==> config.mk <==
export PLATFORM = sky130hd
export DESIGN_NAME = hazard_ctrl
export DESIGN_NICKNAME = d
export VERILOG_FILES = /design/src/rtl/hazard_ctrl.sv
export SDC_FILE = /design/constraint.sdc
export NUM_CORES = 1
export LEC_CHECK = 0
export ABC_AREA = 1
export BUFFER_PORTS_ARGS = -buffer_cell sky130_fd_sc_hd__buf_2
export CAP_MARGIN = 20
export CORE_MARGIN = 2
export CORE_UTILIZATION = 47
export DETAILED_ROUTE_END_ITERATION = 8
export GPL_ROUTABILITY_DRIVEN = 0
export PLACE_DENSITY_LB_ADDON = 0.05
export SLEW_MARGIN = 20
export SYNTH_ARGS = -nofsm -noshare
export SYNTH_HDL_FRONTEND = slang
export SYNTH_SLANG_ARGS = --single-unit
==> constraint.sdc <==
create_clock -name clk -period 1.53 [get_ports clk]
set_input_delay 0.2295 -clock clk [delete_from_list [all_inputs] [get_ports clk]]
set_output_delay 0.2295 -clock clk [all_outputs]
set_load 0.03 [all_outputs]
==> src/rtl/hazard_ctrl.sv <==
// hazard_ctrl: 5-stage pipeline stall/flush/forwarding control with saturating perf counters and memory-wait watchdog
module hazard_ctrl #(
    parameter int CNT_W   = 16,
    parameter int TIMEOUT = 255
) (
    input  logic             clk,
    input  logic             rst,
    input  logic [4:0]       id_rs1,
    input  logic [4:0]       id_rs2,
    input  logic [4:0]       ex_rs1,
    input  logic [4:0]       ex_rs2,
    input  logic [4:0]       ex_rd,
    input  logic             ex_mem_read,
    input  logic             ex_pc_src,
    input  logic [4:0]       mem_rd,
    input  logic [4:0]       wb_rd,
    input  logic             mem_reg_write,
    input  logic             wb_reg_write,
    input  logic             mem_req,
    input  logic             mem_ready,
    output logic             pc_en,
    output logic             ifid_en,
    output logic             ifid_clr,
    output logic             idex_en,
    output logic             idex_clr,
    output logic             exmem_en,
    output logic             exmem_clr,
    output logic             memwb_en,
    output logic             memwb_clr,
    output logic [1:0]       fwd_a,
    output logic [1:0]       fwd_b,
    output logic [1:0]       state,
    output logic [CNT_W-1:0] stall_cnt,
    output logic [CNT_W-1:0] flush_cnt,
    output logic             mem_timeout
);
    localparam int WW = $clog2(TIMEOUT + 1);
    localparam logic [1:0] RUN = 2'd0, LU_STALL = 2'd1, MEM_WAIT = 2'd2, FLUSH = 2'd3;
    logic mStall, loadUse, flushHit, luStall;
    logic [1:0] nextState;
    logic [WW-1:0] waitCnt, waitNext;
    assign mStall   = mem_req & ~mem_ready;
    assign loadUse  = ex_mem_read & (ex_rd != 5'd0) & ((ex_rd == id_rs1) | (ex_rd == id_rs2));
    assign flushHit = ~mStall & ex_pc_src;
    assign luStall  = ~mStall & ~ex_pc_src & loadUse;
    always_ff @(posedge clk) begin
        if (rst) begin
            state       <= RUN;
            stall_cnt   <= '0;
            flush_cnt   <= '0;
            waitCnt     <= '0;
            mem_timeout <= 1'b0;
        end else begin
            state       <= nextState;
            stall_cnt   <= ((mStall | luStall) && stall_cnt != '1) ? stall_cnt + 1'b1 : stall_cnt;
            flush_cnt   <= (flushHit && flush_cnt != '1) ? flush_cnt + 1'b1 : flush_cnt;
            waitCnt     <= waitNext;
            mem_timeout <= mem_timeout | (waitNext == WW'(TIMEOUT));
        end
    end
    // waitCnt parks at TIMEOUT so a very long wait cannot wrap it
    always_comb begin
        nextState = mStall ? MEM_WAIT : ex_pc_src ? FLUSH : loadUse ? LU_STALL : RUN;
        waitNext  = !mStall ? '0 : (waitCnt == WW'(TIMEOUT)) ? waitCnt : waitCnt + 1'b1;
    end
    always_comb begin
        pc_en     = ~rst & ~mStall & ~luStall;
        ifid_en   = ~rst & ~mStall & ~luStall;
        ifid_clr  = rst | flushHit;
        idex_en   = ~rst & ~mStall;
        idex_clr  = rst | flushHit | luStall;
        exmem_en  = ~rst & ~mStall;
        exmem_clr = rst;
        memwb_en  = ~rst;
        memwb_clr = rst | mStall;
        fwd_a     = (mem_reg_write && mem_rd != 5'd0 && mem_rd == ex_rs1) ? 2'b10 :
                    (wb_reg_write && wb_rd != 5'd0 && wb_rd == ex_rs1) ? 2'b01 : 2'b00;
        fwd_b     = (mem_reg_write && mem_rd != 5'd0 && mem_rd == ex_rs2) ? 2'b10 :
                    (wb_reg_write && wb_rd != 5'd0 && wb_rd == ex_rs2) ? 2'b01 : 2'b00;
    end
endmodule

# Word-level counts from Yosys, hierarchy flattened
# Cells that the tools add are included.
[word_totals]
word_cells = 59
regBits = 43
out_inout_bits = 48
[classes]
bitwise_logic = 19
addsub = 3
reduce_logical = 12
n_eq_ne = 10
muxes = 9
[op_table]
columns = ["op", "n"]
rows = [
  ["adder 16 x 1 -> 16 bit (second input constant)", 2],
  ["!= test 16 bit (second input constant)", 2],
  ["equality test 5 bit", 6],
  ["equality test 8 bit (second input constant)", 2],
  ["two-way mux 8 bit", 2],
  ["nonzero test 5 bit", 3],
  ["adder 8 x 1 -> 8 bit (second input constant)", 1],
  ["AND 1 bit", 8],
  ["logical AND 1 bit", 8],
  ["two-way mux 2 bit", 4],
  ["OR 1 bit", 6],
  ["NOT 1 bit", 5],
  ["two-way mux 1 bit", 3],
  ["OR reduction 2 bit", 1],
]

# Longest topological paths before layout
[logic_depth]
word_depth = 7
depth_mapped = 12

# Worst setup path after synthesis
# OpenSTA, ideal clock, no wires.
[synth_path]
path_kind = "input -> output"
startpoint = "in mem_rd[0]"
endpoint = "out fwd_a[0]"
setup_slack_ps = -563
required_ps = 1300
stages = 4
arrival_time_ps = 1864
path_cell_list = "xnor2_1 > nand3_1 > nor4_1 > nor2_1"
[synth_via]
elab_chain_cells = 4
[synth_lines]
columns = ["element", "line_no", "rtl"]
rows = [
  ["start, declared", "15", "input logic [4:0] mem_rd,"],
  ["nonzero test 5 bit", "76", "fwd_a = (mem_reg_write && mem_rd != 5'd0 && mem_rd == ex_rs1) ? 2'b10 :"],
  ["logical AND 1 bit", "76", ""],
  ["logical AND 1 bit (*)", "76", ""],
  ["two-way mux 2 bit (*)", "76", ""],
  ["end, declared", "30", "output logic [1:0] fwd_a,"],
]
# Every way passes the cells marked *; elsewhere a longest branch is shown, timed or not.

# Worst setup path after layout
[layout_path]
startpoint = "in mem_rd[1]"
endpoint = "out fwd_a[0]"
# Same word-level chain as after synthesis.

==> results.cfg <==
[routing]
first_pass_iters = 5
ant_nets = 0
num_vias = 3163
wl_um = 7320
drt_iter0_drc = 148
drcViolationCount = 0
wire_per_inst_um = 11.5
viasPerCell = 4.97

[timing]
clock-skew-final_ps = 16.6
maxSlewHeadroom = 0.734
slew_violations = 0
hold_slack_ps = 213
worst_pin_slew_ps = 398
fin_ws_ps = 28.9
finalHoldViolCount = 0
fmax_ghz = 0.666
period_share = 0.981
fin_crit_ps = 1500
finalSetupTns_ps = 0
grt_setup_unrepaired = true
setup_violations = 0

[synth]
ys_ff_latch = 43
syn_area_mm2 = 0.00289
async_flop_share = 0
ys.flop_type = dfxtp_1
syn_inst = 440
syn_area_per_cell_um2 = 6.58
ys_seq_area_frac = 0.297
synth_cell_type_count = 40
synth_nets = 486
synth_edf_count = 0
yosysWarnings = 0

[clock_network]
h-tree-depth = 2
clockBufferDepth = 2
numClockSinks = 43
ctsRootBufferMaster = clkbuf_8
tritoncts = yes
clock_latency_ps = 290
cts.reportedPaths.clkPinSlew_ps = 80
cts_buffers = 5

[worst_setup_path]
path_class = in -> out
r2r_start = stall_cnt[1]$_SDFFE_PP0P_
path_max_fanout = 2
worstSetupStartpoint = mem_rd[1]
cp-start-kind = input pin
crit_required_ps = 1300
cp.arrival_ps = 1270
endpoint_kind = output pin
reg2reg_depth = 9

[placement]
pre_cts_ws_ps = -89.9
port_buffers = 90
place_inst = 623
dpl_cell_area_mm2 = 0.00368
dp_hpwl_um = 5520

[layout]
final_cell_mix = nand2_1, buf_2, nor2_1
syn_to_final_growth_pct = 39.3
fin_cells = 636
final_common_cell = nand2_1
fin_nets = 606
fillers = 531
layout-drive-gt1-share = 0.371
final_core_utilization = 0.681
n_antenna_cell = 0
design_area_mm2 = 0.00403

[die]
rows = 28
ioPinCount = 91
die_h_um = 82.5
core_area_mm2 = 0.00592
die_w_um = 82.5
fp.dieArea_mm2 = 0.00680
initial_core_util = 0.489

[outcome]
status = completed

[global_routing]
grt_first_pass_wirelength_um = 11700
grt_pass1_vias = 2740
grt_max_degree = 32
track_usage = 0.215
gr-total-overflow = 0
antenna_found_initial = 0

[flow_run]
cap_violations = 0

[power]
vdd_drop_max_v = 0.000429
p_sw_frac = 0.275
power.internal_mw = 1.81
p_per_area_mw_per_mm2 = 618
total_power_mw = 2.49
power_leakage_nw = 1.86
power.share.clock = 0.352
p_switching_mw = 0.684
p_seq_frac = 0.460
p_comb_frac = 0.188

[hold_path]
hold_depth = 3
hp-start = ex_pc_src
hp-class = in -> reg
## sequential cells by signal (all words and copies together) (netlist names)
signal,cells
state,2
waitCnt,8
flush_cnt,16
mem_timeout,1
stall_cnt,16
## worst paths after layout
path / endpoint / slack (ps)
worst max-delay path: fwd_a[0] / 30
worst min-delay path: state[0]$_SDFF_PN0_ / 210
worst max register to register: stall_cnt[13]$_SDFFE_PP0P_ / 40
worst min register to register: mem_timeout$_SDFF_PP0_ / 460
## cell families after synthesis
logic type / count (synthesis) / share of synthesized area
AO/OA/AOI/OAI: 42 / 0.0808
XOR/XNOR: 29 / 0.0878
adder cells (fa/ha/maj): 3 / 0.0130
buffers and inverters: 63 / 0.0968
flip-flops: 43 / 0.297
AND/OR/NAND/NOR: 260 / 0.424
## layer usage
metal	track usage	vias to the layer above	wire, um
met5	0	-	0
met2	0.357	97	3380
li1	-	1651	-
met4	0.0333	0	48
met1	0.290	1409	3450
met3	0.0478	6	437
## cell type report
cell class	count	area, um^2	share of cell area
Sequential cell	43	891	0.221
Multi-Input combinational cell	334	1980	0.492
Timing Repair Buffer	126	768	0.191
Clock inverter	1	30.0	0.00745
Inverter	50	190	0.0472
Tap cell	75	93.8	0.0233
Clock buffer	7	76.3	0.0189
## cells in the mapped netlist, types with 2 or more instances
cell | n | area [um^2]
inv_1 | 43 | 161
a21oi_1 | 28 | 140
nand2_1 | 104 | 390
nor2_2 | 2 | 12.5
buf_6 | 4 | 45.0
a31oi_1 | 2 | 12.5
nand4_1 | 10 | 62.6
nand3_1 | 39 | 195
nor2_1 | 70 | 263
nor3_1 | 7 | 35.0
o41ai_1 | 2 | 17.5
buf_2 | 2 | 10.0
or2_2 | 3 | 18.8
xor2_1 | 14 | 123
nand3b_1 | 3 | 22.5
buf_4 | 3 | 22.5
clkbuf_1 | 4 | 15.0
nand2_2 | 4 | 25.0
nor4_1 | 2 | 12.5
dfxtp_1 | 43 | 861
inv_2 | 6 | 22.5
xnor2_1 | 15 | 131
ha_1 | 3 | 37.5
nor2_4 | 2 | 22.5
o21ai_0 | 6 | 30.0
nand3_2 | 5 | 50.1
## critical path, stage by stage
cell     delay, ps
buf_6           90
or2_4          250
o41ai_4        340
nor4_4          90
nor2_2         130
buf_6          150
## power by group through the flow
stage / Combinational (mW) / Sequential [mW] / Clock (mW)
final: 0.468 / 1.14 / 0.878
after global routing: 0.515 / 1.15 / 0.935
after global placement: 0.440 / 1.17 / 0
after detailed placement: 0.445 / 1.17 / 0
after CTS: 0.455 / 1.14 / 0.897
after floorplan: 0.255 / 1.20 / 0
## timing repair
| item | CTS | global route |
|---|---|---|
| gates cloned | 0 | 0 |
| buffers inserted | 2 | 3 |
| hold buffers | 0 | 0 |
| setup endpoints to repair | 9 | 41 |
| pin swaps | 10 | 25 |
| resized for setup | 21 | 32 |
Power figures use the tool's default switching activity.
